==> src/rtl/cla_segment.sv <==
// Purpose : SEG-bit carry-lookahead adder slice built from 4-bit CLA groups plus a group-level lookahead.
// Latency : purely combinational, zero cycles.
// Backpressure: none; the enclosing pipeline decides when results are captured.
//
// Ports: a, b (SEG)  operand slices (b already inverted by the caller for subtraction)
//        ci          carry into bit 0 of the slice
//        sum (SEG)   slice sum
//        co          carry out of the top bit of the slice
//        p_seg       slice propagate (AND of every bitwise a^b)
//        g_seg       slice generate (carry out assuming ci = 0)
module cla_segment #(
    parameter int SEG = 16
) (
    input  logic [SEG-1:0] a,
    input  logic [SEG-1:0] b,
    input  logic           ci,
    output logic [SEG-1:0] sum,
    output logic           co,
    output logic           p_seg,
    output logic           g_seg
);

    localparam int NG = SEG / 4;

    logic [SEG-1:0] p;
    logic [SEG-1:0] g;
    logic [SEG-1:0] c;
    logic [NG-1:0]  grp_p;
    logic [NG-1:0]  grp_g;
    logic [NG:0]    grp_c;
    logic [SEG-1:0] grp_p_ext;
    logic [SEG-1:0] grp_g_ext;

    // Sum-of-products carry into position lo+n, given generate/propagate of
    // positions lo .. lo+n-1 and the carry into position lo. Every term is a
    // flat AND, so each carry is two logic levels deep rather than a ripple.
    function automatic logic carry_into(
        input logic [SEG-1:0] gv,
        input logic [SEG-1:0] pv,
        input logic           cin,
        input int             lo,
        input int             n
    );
        logic acc;
        logic term;
        acc = cin;
        for (int m = 0; m < SEG; m++) begin
            if (m >= lo && m < lo + n) acc = acc & pv[m];
        end
        for (int i = 0; i < SEG; i++) begin
            if (i >= lo && i < lo + n) begin
                term = gv[i];
                for (int m = 0; m < SEG; m++) begin
                    if (m > i && m < lo + n) term = term & pv[m];
                end
                acc = acc | term;
            end
        end
        return acc;
    endfunction

    always_comb begin
        p         = a ^ b;
        g         = a & b;
        grp_p     = '0;
        grp_g     = '0;
        grp_p_ext = '0;
        grp_g_ext = '0;
        grp_c     = '0;
        c         = '0;

        // First level: 4-bit group propagate / generate.
        for (int j = 0; j < NG; j++) begin
            grp_p[j] = &p[4*j +: 4];
            grp_g[j] = carry_into(g, p, 1'b0, 4*j, 4);
        end
        grp_p_ext[NG-1:0] = grp_p;
        grp_g_ext[NG-1:0] = grp_g;

        // Second level: carry into each group straight from ci and group terms.
        grp_c[0] = ci;
        for (int j = 1; j <= NG; j++) begin
            grp_c[j] = carry_into(grp_g_ext, grp_p_ext, ci, 0, j);
        end

        // Bit carries inside each group, seeded by that group's lookahead carry.
        for (int j = 0; j < NG; j++) begin
            for (int k = 0; k < 4; k++) begin
                c[4*j + k] = carry_into(g, p, grp_c[j], 4*j, k);
            end
        end
    end

    assign sum   = p ^ c;
    assign co    = grp_c[NG];
    assign p_seg = &grp_p;
    assign g_seg = carry_into(grp_g_ext, grp_p_ext, 1'b0, 0, NG);

endmodule

==> src/rtl/pipelined_cla_adder.sv <==
// Purpose : WIDTH-bit add/subtract split into NSTG = WIDTH/SEG pipelined CLA segments.
// Latency : NSTG cycles from input handshake to out_valid; one result per cycle when not stalled.
// Backpressure: whole pipe freezes while out_valid && !out_ready; in_ready drops combinationally.
//
// Ports: clk, rst_n        rising-edge clock, async active-low reset
//        A, B, Ci, sub     operands, carry-in (ignored when sub=1), subtract select
//        in_valid/in_ready input handshake
//        S, Co, ovf        sum, carry out of the MSB, two's-complement overflow
//        PG, GG            whole-word group propagate / generate (independent of carry-in)
//        out_valid/out_ready output handshake
module pipelined_cla_adder #(
    parameter int WIDTH = 32,
    parameter int SEG   = 16
) (
    input  logic             clk,
    input  logic             rst_n,
    input  logic [WIDTH-1:0] A,
    input  logic [WIDTH-1:0] B,
    input  logic             Ci,
    input  logic             sub,
    input  logic             in_valid,
    output logic             in_ready,
    output logic [WIDTH-1:0] S,
    output logic             Co,
    output logic             ovf,
    output logic             PG,
    output logic             GG,
    output logic             out_valid,
    input  logic             out_ready
);

    localparam int NSTG = WIDTH / SEG;

    if ((WIDTH % SEG) != 0 || (SEG % 4) != 0 || SEG < 4 || WIDTH < 8) begin : g_param_check
        $error("pipelined_cla_adder: WIDTH must be a multiple of SEG (>= 8) and SEG a multiple of 4");
    end

    // A single advance enable for every stage keeps the pipe in lock-step:
    // it moves whenever the output slot is empty or is being drained.
    logic adv;
    assign adv      = !out_valid || out_ready;
    assign in_ready = adv;

    for (genvar k = 0; k < NSTG; k++) begin : stg
        // Operand bits still to be added when this stage runs (its own
        // segment in the low SEG bits, the untouched upper bits above).
        localparam int IW = WIDTH - k*SEG;

        logic [IW-1:0]         a_in;
        logic [IW-1:0]         b_in;
        logic                  c_in;
        logic                  pg_in;
        logic                  gg_in;
        logic                  v_in;
        logic [SEG-1:0]        sum_seg;
        logic                  co_seg;
        logic                  p_seg;
        logic                  g_seg;
        logic [(k+1)*SEG-1:0]  s_nxt;
        logic [(k+1)*SEG-1:0]  s_q;
        logic                  vld_q;
        logic                  c_q;
        logic                  pg_q;
        logic                  gg_q;

        if (k == 0) begin : head
            // Subtraction is A + ~B + 1, so Ci is overridden when sub=1.
            assign a_in  = A;
            assign b_in  = sub ? ~B : B;
            assign c_in  = sub | Ci;
            assign pg_in = 1'b1;
            assign gg_in = 1'b0;
            assign v_in  = in_valid;
            assign s_nxt = sum_seg;
        end else begin : body
            assign a_in  = stg[k-1].fwd.a_q;
            assign b_in  = stg[k-1].fwd.b_q;
            assign c_in  = stg[k-1].c_q;
            assign pg_in = stg[k-1].pg_q;
            assign gg_in = stg[k-1].gg_q;
            assign v_in  = stg[k-1].vld_q;
            assign s_nxt = {sum_seg, stg[k-1].s_q};
        end

        cla_segment #(
            .SEG (SEG)
        ) u_seg (
            .a     (a_in[SEG-1:0]),
            .b     (b_in[SEG-1:0]),
            .ci    (c_in),
            .sum   (sum_seg),
            .co    (co_seg),
            .p_seg (p_seg),
            .g_seg (g_seg)
        );

        // PG/GG are folded in from low to high segments; GG is seeded with 0
        // so it never sees the real carry-in.
        always_ff @(posedge clk or negedge rst_n) begin
            if (!rst_n) begin
                vld_q <= 1'b0;
                s_q   <= '0;
                c_q   <= 1'b0;
                pg_q  <= 1'b0;
                gg_q  <= 1'b0;
            end else if (adv) begin
                vld_q <= v_in;
                s_q   <= s_nxt;
                c_q   <= co_seg;
                pg_q  <= pg_in & p_seg;
                gg_q  <= g_seg | (p_seg & gg_in);
            end
        end

        if (k < NSTG-1) begin : fwd
            logic [IW-SEG-1:0] a_q;
            logic [IW-SEG-1:0] b_q;

            always_ff @(posedge clk or negedge rst_n) begin
                if (!rst_n) begin
                    a_q <= '0;
                    b_q <= '0;
                end else if (adv) begin
                    a_q <= a_in[IW-1:SEG];
                    b_q <= b_in[IW-1:SEG];
                end
            end
        end else begin : tail
            logic ovf_q;

            // Overflow: operands agree in sign but the sum's sign differs.
            always_ff @(posedge clk or negedge rst_n) begin
                if (!rst_n) begin
                    ovf_q <= 1'b0;
                end else if (adv) begin
                    ovf_q <= (a_in[SEG-1] == b_in[SEG-1]) && (sum_seg[SEG-1] != a_in[SEG-1]);
                end
            end

            assign S         = s_q;
            assign Co        = c_q;
            assign ovf       = ovf_q;
            assign PG        = pg_q;
            assign GG        = gg_q;
            assign out_valid = vld_q;
        end
    end

endmodule

==> config.mk <==
export PLATFORM = sky130hd
export DESIGN_NAME = pipelined_cla_adder
export DESIGN_NICKNAME = d
export VERILOG_FILES = /design/src/rtl/cla_segment.sv /design/src/rtl/pipelined_cla_adder.sv
export SDC_FILE = /design/constraint.sdc
export NUM_CORES = 1
export LEC_CHECK = 0
export CAP_MARGIN = 20
export CORE_MARGIN = 5
export CORE_UTILIZATION = 46
export DETAILED_ROUTE_END_ITERATION = 7
export GPL_TIMING_DRIVEN = 1
export PLACE_DENSITY = 0.7
export SYNTH_ARGS = -nofsm -noshare
export SYNTH_HDL_FRONTEND = slang
export SYNTH_HIERARCHICAL = 1
export SYNTH_SLANG_ARGS = --single-unit
==> constraint.sdc <==
create_clock -name clk -period 4 [get_ports clk]
set_input_delay 0.8 -clock clk [delete_from_list [all_inputs] [get_ports clk]]
set_output_delay 0.8 -clock clk [all_outputs]
set_load 0.1 [all_outputs]
==> impl_results.md, run 1 <==
* Status: completed
* Power Density at 713.4 nW/um^2
* Setup Buffers After CTS at 0
* DR vias/cell at 5.102
* Routed WL per cell at 15.95 um
* Tcrit/Tclk final at 83.62%
* Dpl hpwl at 7875 um
* Sequential area share after synthesis at 40.37%
* CP max stage delay at 470 ps
* Core area at 11860 um^2
* Worst Setup SP: B[1]
* CP max-delay cell: clkdlybuf4s50_1
* Min setup slack post-route at 655.1 ps
* WL final at 10620 um
* Slew Limit Fails at 0
* Sink Count at 89
* Cell Rows at 40
* Clock-pin slew on the worst setup and hold paths at 70 ps
* Largest net degree at the start of global routing at 90
* GRT Residual Overflow at 0
* Worst slack at placement at 297.6 ps
* Rel. slew slack at 32.59%
* Drt pass-1 iters at 7
* Initial DRC Count at 204
* Kind of start point of the critical path: primary input
* Hold path cells at 1
* Final Wtd Congestion at 0.7857
* Final setup vio count at 0
* Antenna violations before repair at 0
* Root buf cell: clkbuf_16
* EDFF count, synth at 0
* Nets at 632
* FF-to-FF End: ovf
* Worst R2R Start: stg[0].fwd.a_q[1]
* Total track usage at 15.81%
* Chip Width at 119.5 um
* Post-synthesis instance area at 5517 um^2
* Max Cap Viol at 0
* Min cycle time layout at 3345 ps
* Yosys warning total at 6
* Mapped Nets at 523
* Vias in the first global route at 3725
* RSZ-0062 raised after global routing: false
* Boundary Pins at 108
* Die area at 14280 um^2
* Element type at the critical path end: flip-flop
* #FFs+latches synth at 89
* ANT cells at 0
* CP Max Fanout at 4
* Kind of critical path: primary input to flip-flop
* Initial cell density of the core at 46.51%
* CTS Buf Count at 9
* Post-route ant nets at 0
* Clock latency at the later pin of the worst-skew pair at 330 ps
* Final count of hold timing violations at 0
* FFs w/ async S/R, synth at 100.0%
* CTS tree: yes
* Critical path data arrival time at 3570 ps
* Reg-to-reg slack, setup at 760 ps
* HP Class: flip-flop to flip-flop
* Setup TNS at 0 ps
* Synth unique cells at 35
* Mapped Avg Cell Area at 13.62 um^2
* Worst path cell trace: clkdlybuf4s50_1 -> xor2_1 -> ha_1 -> a21oi_1 -> o221ai_2 -> a21oi_2 -> o21bai_1 -> ha_1 -> o21a_1 -> o21a_1 -> nor2_1 -> xnor2_1 -> mux2_4
* Fillers at 969
* Drt drc at 0
* Die Y-Extent at 119.5 um
* Area grow syn2layout at 24.84%
* Global-route wire length before repair at 18490 um
* H-tree levels at 3
* CTS Buffer Depth at 2
* Worst VDD drop at 0.3882 mV
* Routed vias at 3398
* Post-synth top flop: dfrtp_1
* Layout cells sized above 1 at 22.93%
* WHS Endpoint: out_valid
* Hold path start: stg[0].vld_q
* Cells after Synth at 405
* Tightest Pin Transition at 1008 ps
* Cell family with most CP delay: compound AO/OA/AOI/OAI gates
* Fmax at 299.0 MHz
* Worst EP required at 4220 ps
* Leakage power at 3.211 nW
* Clock Skews at 6.368 ps
* Hold_buf cts at 0
* CTS resizes at 0
* CP bufs+invs at 1
* Port buffer count at 107
* Worst reg2reg path depth at 12
==> Yosys cell counts, types with 2 or more instances <==
master	number	area [um^2]
dfrtp_1	89	2227
mux2_4	85	1276
ha_1	40	500.5
xor2_1	38	332.8
nor2_1	19	71.32
a21oi_1	16	80.08
o21a_1	16	120.1
inv_1	11	41.29
nand2_1	11	41.29
xnor2_1	10	87.58
buf_12	9	180.2
fa_1	8	160.2
nor3_1	8	40.04
o21ai_1	8	40.04
a21o_1	4	30.03
nand4_1	4	25.02
buf_4	3	22.52
a21oi_2	2	17.52
a221oi_2	2	30.03
nand2b_1	2	12.51
nor3b_1	2	15.01
nor4_1	2	12.51
o21ai_0	2	10.01
o21bai_1	2	15.01
o221ai_2	2	30.03
==> logic make-up after synthesis <==
group,Yosys count,share of synthesized area (%)
compound gates,55,6.873
xor+xnor,48,7.621
fa+ha+maj,48,11.98
buf+inv,25,4.899
flops,89,40.37
mux,86,23.32
simple gates,54,4.944
==> cell usage in the layout (no fill, tap or decap), types with 5 or more instances in the layout <==
master	netlist	layout
clkdlybuf4s50_1	0	104
dfrtp_1	89	89
mux2_4	85	85
ha_1	40	40
xor2_1	38	38
nor2_1	19	19
a21oi_1	16	16
o21a_1	16	16
inv_1	11	11
nand2_1	11	11
xnor2_1	10	10
clkbuf_16	0	9
nor3_1	8	8
o21ai_1	8	8
fa_1	8	8
buf_4	3	5
==> worst max-delay path by stage <==
stage / slack (ps) / cells after the start / end
2_1_floorplan: 670 / 14 / stg[0].s_q[15]
3_3_place_gp: 410 / 13 / stg[0].s_q[15]
3_5_place_dp: 300 / 13 / stg[0].s_q[15]
4_1_cts: 650 / 13 / stg[0].s_q[15]
5_1_grt: 510 / 13 / stg[0].s_q[15]
6_report: 660 / 13 / stg[0].s_q[15]
==> routing by layer <==
metal	wire, um	GRT usage [%]	vias to the layer above
li1	-	-	1638
met1	4936	21.40	1624
met2	4913	24.68	116
met3	667	5.042	20
met4	102	4.080	0
met5	0	0	-
==> cell type report <==
class	count	area (um^2)	share of cell area, %
clock buffer	11	252.7	3.670
clock inverter	5	38.79	0.5632
inverter	11	41.29	0.5996
multi-input combinational	291	3019	43.84
sequential	89	2227	32.34
tap	147	183.9	2.671
timing repair buffer	112	1124	16.32
==> where the power goes <==
group          switching (mW)  internal (mW)  leakage [nW]
logic                    1.76          0.971          2.03
clock network           0.349          0.458         0.142
registers               0.188           1.18          1.04
==> flip-flops by register name, indices dropped and copies added, names as in the netlist <==
| register | count |
|---|---|
| Co | 1 |
| GG | 1 |
| PG | 1 |
| S | 32 |
| out_valid | 1 |
| ovf | 1 |
| stg.c_q | 1 |
| stg.fwd.a_q | 16 |
| stg.fwd.b_q | 16 |
| stg.gg_q | 1 |
| stg.pg_q | 1 |
| stg.s_q | 16 |
| stg.vld_q | 1 |
==> metrics by stage <==
stage	power [mW]	hold slack (ps)	util, %	std cells	cell area, um^2
after floorplan	3.520	434.9	-	405	5517
after global placement	4.091	458.6	55.60	650	6595
after detailed placement	4.129	467.9	55.60	650	6595
after CTS	4.963	495.7	58.06	666	6887
after global routing	5.155	522.9	58.06	666	6887
final	4.913	488.0	58.06	666	6887
No activity file was read; power rests on OpenSTA's default activity.
==> run 2: changes to the inputs <==
PLACE_DENSITY = 0.73   (was 0.7)
clock period = 2.95 ns   (was 4 ns; I/O delays follow)
==> impl_results.md, run 2 (synthesis gave the netlist of run 1 again) <==
* Status: completed
* Vias in the first global route at 3808
* Kind of critical path: flip-flop to flip-flop
* Setup TNS at 0 ps
* Total track usage at 16.02%
* Final setup vio count at 0
* Worst EP required at 3210 ps
* CTS tree: yes
* Rel. slew slack at 58.29%
* Sink Count at 89
* Routed vias at 3539
* Worst reg2reg path depth at 12
* Critical path data arrival time at 3150 ps
* Fin cells at 714
* Kind of start point of the critical path: flip-flop
* Root buf cell: clkbuf_16
* CTS Buf Count at 9
* Initial DRC Count at 122
* Clock-pin slew on the worst setup and hold paths at 70 ps
* Worst slack at placement at -384.1 ps
* Largest register FFs at 32
* Worst VDD drop at 0.4817 mV
* Area grow syn2layout at 31.59%
* Max Cap Viol at 0
* Dpl hpwl at 8388 um
* Min setup slack post-route at 59.96 ps
* FF-to-FF End: ovf
* Slew Limit Fails at 0
* Die area at 14280 um^2
* ANT cells at 0
* Clock latency at the later pin of the worst-skew pair at 340 ps
* CP Max Fanout at 3
* CTS Buffer Depth at 2
* Worst Setup SP: stg[0].fwd.a_q[0]
* Global route hottest layer: met2
* Min cycle time layout at 2890 ps
* Routed WL per cell at 15.44 um
* Cell Rows at 40
* DR vias/cell at 4.957
* Hold Slack at 263.0 ps
* Clock Skews at 8.589 ps
* Initial cell density of the core at 46.51%
* Power Density at 936.7 nW/um^2
* Leakage power at 3.522 nW
* Drt pass-1 iters at 4
* Final count of hold timing violations at 0
* Layout cells sized above 1 at 38.62%
* Tightest Pin Transition at 625.7 ps
* Fmax at 346.0 MHz
* Antenna violations before repair at 0
* Placed cell count at 691
* Hold_buf cts at 0
* Chip Width at 119.5 um
* GR Util met3 at 4.477%
* Reg-to-reg slack, setup at 60 ps
* H-tree levels at 3
* Die Y-Extent at 119.5 um
* Met1 Track Usage GR at 21.21%
* GRT Residual Overflow at 0
* Tcrit/Tclk final at 97.97%
* HP Class: primary input to asynchronous set/reset pin
* Largest net degree at the start of global routing at 90
* Post-DP Area at 6820 um^2
* Met2 GRT Util at 25.85%
* Worst R2R Start: stg[0].fwd.a_q[0]
* RSZ-0062 raised after global routing: true
* Crit path capture: ovf
* Core area at 11860 um^2
* Design Area, Final at 7259 um^2
* Post-route ant nets at 0
* WL final at 11020 um
* Design Power at 6.800 mW
* Element type at the critical path end: flip-flop
* Utilization after layout at 61.20%
* Global-route wire length before repair at 18600 um
* Boundary Pins at 108
* Port buffer count at 107
* Nets at 680
* Drt drc at 0
* Most frequent cells in the layout: dfrtp_1 (89), buf_4 (89), mux2_4 (85)
* Final Wtd Congestion at 0.8365
[run 2: cell type report]
class,instances,area [um^2]
fill,954,4602
multi-input combinational,291,3109
sequential,89,2227
timing repair buffer,160,1414
clock buffer,9,225.2
tap,147,183.9
clock inverter,7,58.81
inverter,11,41.29
[run 2: metal layers]
metal | wire (um) | up-vias
li1 | - | 1739
met2 | 5154 | 86
met1 | 5129 | 1704
met5 | 0 | -
met3 | 616 | 10
met4 | 121 | 0
[run 2: how the worst min path moves through the flow]
| stage | to | from | slack, ps | cells past startpoint |
|---|---|---|---|---|
| detailed placement | out_valid | stg[0].vld_q | 460 | 1 |
| global placement | out_valid | stg[0].vld_q | 460 | 1 |
| floorplan | Co | rst_n | 290 | 0 |
| finish | stg[0].fwd.b_q[8] | rst_n | 260 | 1 |
| CTS | out_valid | stg[0].vld_q | 470 | 1 |
| global route | S[26] | rst_n | 310 | 1 |
[run 2: worst max-delay path: stages (launching register included)]
cell and delay [ps]:
dfrtp_1 400, ha_1 330, nand4_1 140, o221ai_2 140, a21oi_2 210, o21bai_2 100
ha_1 180, o21a_1 200, o21a_1 180, nor2_1 120, xnor2_1 160, or3b_2 470
a31oi_1 180
[run 2: power breakdown]
group	internal [mW]	switching (mW)	leakage (nW)
sequential	1.60	0.272	1.04
combinational	1.40	2.44	2.34
clock	0.587	0.502	0.139
[run 2: timing repair]
item | CTS | global route
endpoints found under the hold margin | 0 | 0
pin swaps | 3 | 21
buffers inserted | 0 | 6
setup endpoints to repair | 2 | 5
resized for setup | 4 | 13
==> run 3: changes to the inputs <==
CORE_UTILIZATION = 45   (was 46)
CTS_BUF_LIST = sky130_fd_sc_hd__clkbuf_2 sky130_fd_sc_hd__clkbuf_4 sky130_fd_sc_hd__clkbuf_8   (was default)
PLACE_DENSITY = 0.72   (was 0.73)
==> impl_results.md, run 3 (synthesis gave the netlist of run 1 again) <==
* Fillers at 1002
* CP Max Fanout at 3
* CTS Buf Count at 9
* Hold_buf cts at 0
* Fmax at 352.3 MHz
* Area grow syn2layout at 30.57%
* Largest net degree at the start of global routing at 49
* Initial cell density of the core at 45.93%
* Chip Width at 120.7 um
* Layout cells sized above 1 at 38.91%
* Min cycle time layout at 2839 ps
* Kind of start point of the critical path: primary input
* Setup TNS at 0 ps
* Internal at 3.374 mW
* Boundary Pins at 108
* Clk pwr share at 12.4%
* Final Wtd Congestion at 0.8002
* Routed vias at 3516
* Final count of hold timing violations at 0
* Max Cap Viol at 0
* Power Density at 902.5 nW/um^2
* Routed WL per cell at 15.26 um
* GRT Residual Overflow at 0
* DR vias/cell at 4.917
* Worst EP required at 3200 ps
* Global-route wire length before repair at 18170 um
* Leakage power at 3.481 nW
* Kind of critical path: primary input to flip-flop
* Clock Skews at 11.44 ps
* Die area at 14570 um^2
* Sink Count at 89
* WL final at 10910 um
* Seq pwr share at 28.8%
* Switching portion of total power at 48.10%
* Worst VDD drop at 0.4599 mV
* Status: completed
* Utilization after layout at 59.97%
* Post-DP Area at 6840 um^2
* Tcrit/Tclk final at 96.23%
* CTS Buffer Depth at 2
* Vias in the first global route at 3898
* Element type at the critical path end: flip-flop
* Antenna violations before repair at 0
* ANT cells at 0
* Largest register FFs at 32
* Initial DRC Count at 141
* Rel. slew slack at 63.59%
* Critical path data arrival time at 3080 ps
* Design Area, Final at 7203 um^2
* HP Class: primary input to asynchronous set/reset pin
* Clock latency at the later pin of the worst-skew pair at 360 ps
* Slew Limit Fails at 0
* Root buf cell: clkbuf_8
* Nets at 681
* Commonest non-fill, non-tap cell in the layout: buf_4
* Die Y-Extent at 120.7 um
* Most frequent cells in the layout: buf_4 (90), dfrtp_1 (89), mux2_4 (85)
* NetSw at 3.127 mW
* Hold Slack at 209.3 ps
* Core area at 12010 um^2
* Drt drc at 0
* Total track usage at 15.37%
* Final setup vio count at 0
* Clock-pin slew on the worst setup and hold paths at 90 ps
* Combinational power share at 58.8%
* Tightest Pin Transition at 546.1 ps
* H-tree levels at 3
* Drt pass-1 iters at 4
* Cell Rows at 40
* Dpl hpwl at 8200 um
* CTS tree: yes
* Post-route ant nets at 0
* Port buffer count at 107
## run 3: cell types whose count changed in the layout (fill, tap and decap cells not counted), moves of 3 or more
cell	before	now
clkbuf_16	9	0
clkbuf_4	0	3
clkbuf_8	0	11
inv_6	4	1
## run 3: metal layers
| metal | part of all wire, % | wire length, um | track usage, % | vias up |
|---|---|---|---|---|
| met4 | 1.3 | 143 | 4.887 | 0 |
| met2 | 47 | 5099 | 24.94 | 95 |
| met5 | 0 | 0 | 0 | - |
| li1 | - | - | - | 1729 |
| met1 | 46 | 4993 | 19.88 | 1678 |
| met3 | 6.2 | 675 | 4.397 | 14 |
## run 3: repair_timing
action,CTS,global route
cloned,0,0
endpoints found under the setup margin,2,5
setup buffers,0,7
resized for setup,2,17
pin swaps,1,22
## run 3: final timing paths
check,from,to,slack (ps),depth (start not counted)
worst max-delay path,B[7],stg[0].s_q[15],110,13
worst min-delay path,rst_n,stg[0].fwd.a_q[9],210,1
worst max register to register,stg[0].fwd.a_q[1],ovf,140,12
worst min register to register,stg[0].vld_q,out_valid,480,1
max in group asynchronous,rst_n,S[11],2090,2
min in group clk,stg[0].vld_q,out_valid,480,1
## run 3: cell type report
type / count / area, um^2 / share of cell area (%)
well taps: 147 / 183.9 / 2.553
clock buffers: 13 / 166.4 / 2.310
flip-flops and latches: 89 / 2227 / 30.92
clock inverters: 3 / 23.77 / 0.3300
inverters: 11 / 41.29 / 0.5732
multi-input cells: 291 / 3137 / 43.55
repair buffers: 161 / 1424 / 19.77
## run 3: worst max-delay path, cell delays in order
cell and delay, ps:
clkdlybuf4s50_1 470, xor2_1 160, ha_1 290, nand2_1 140, nor2_1 90, a21oi_2 230
o21bai_2 110, ha_2 180, o21a_1 190, o21a_1 190, nor2_1 110, xnor2_1 80
mux2_4 250
## run 3: through the flow
stage          power (mW)  worst slack (ps)  std cells
6_report            6.501             111.4        715
5_1_grt             6.847            -11.34        715
2_1_floorplan       4.778            -58.48        405
4_1_cts             6.495             5.162        708
3_3_place_gp        5.600            -343.1        692
3_5_place_dp        5.656            -397.4        692
## run 3: power by group through the flow
stage                     Combinational, mW  Sequential (mW)  Clock (mW)
after floorplan                        1.32             3.46           0
after global placement                 3.73             1.87           0
after detailed placement               3.78             1.88           0
after CTS                              3.79             1.86       0.840
after global routing                   4.03             1.93       0.892
final                                  3.83             1.87       0.806
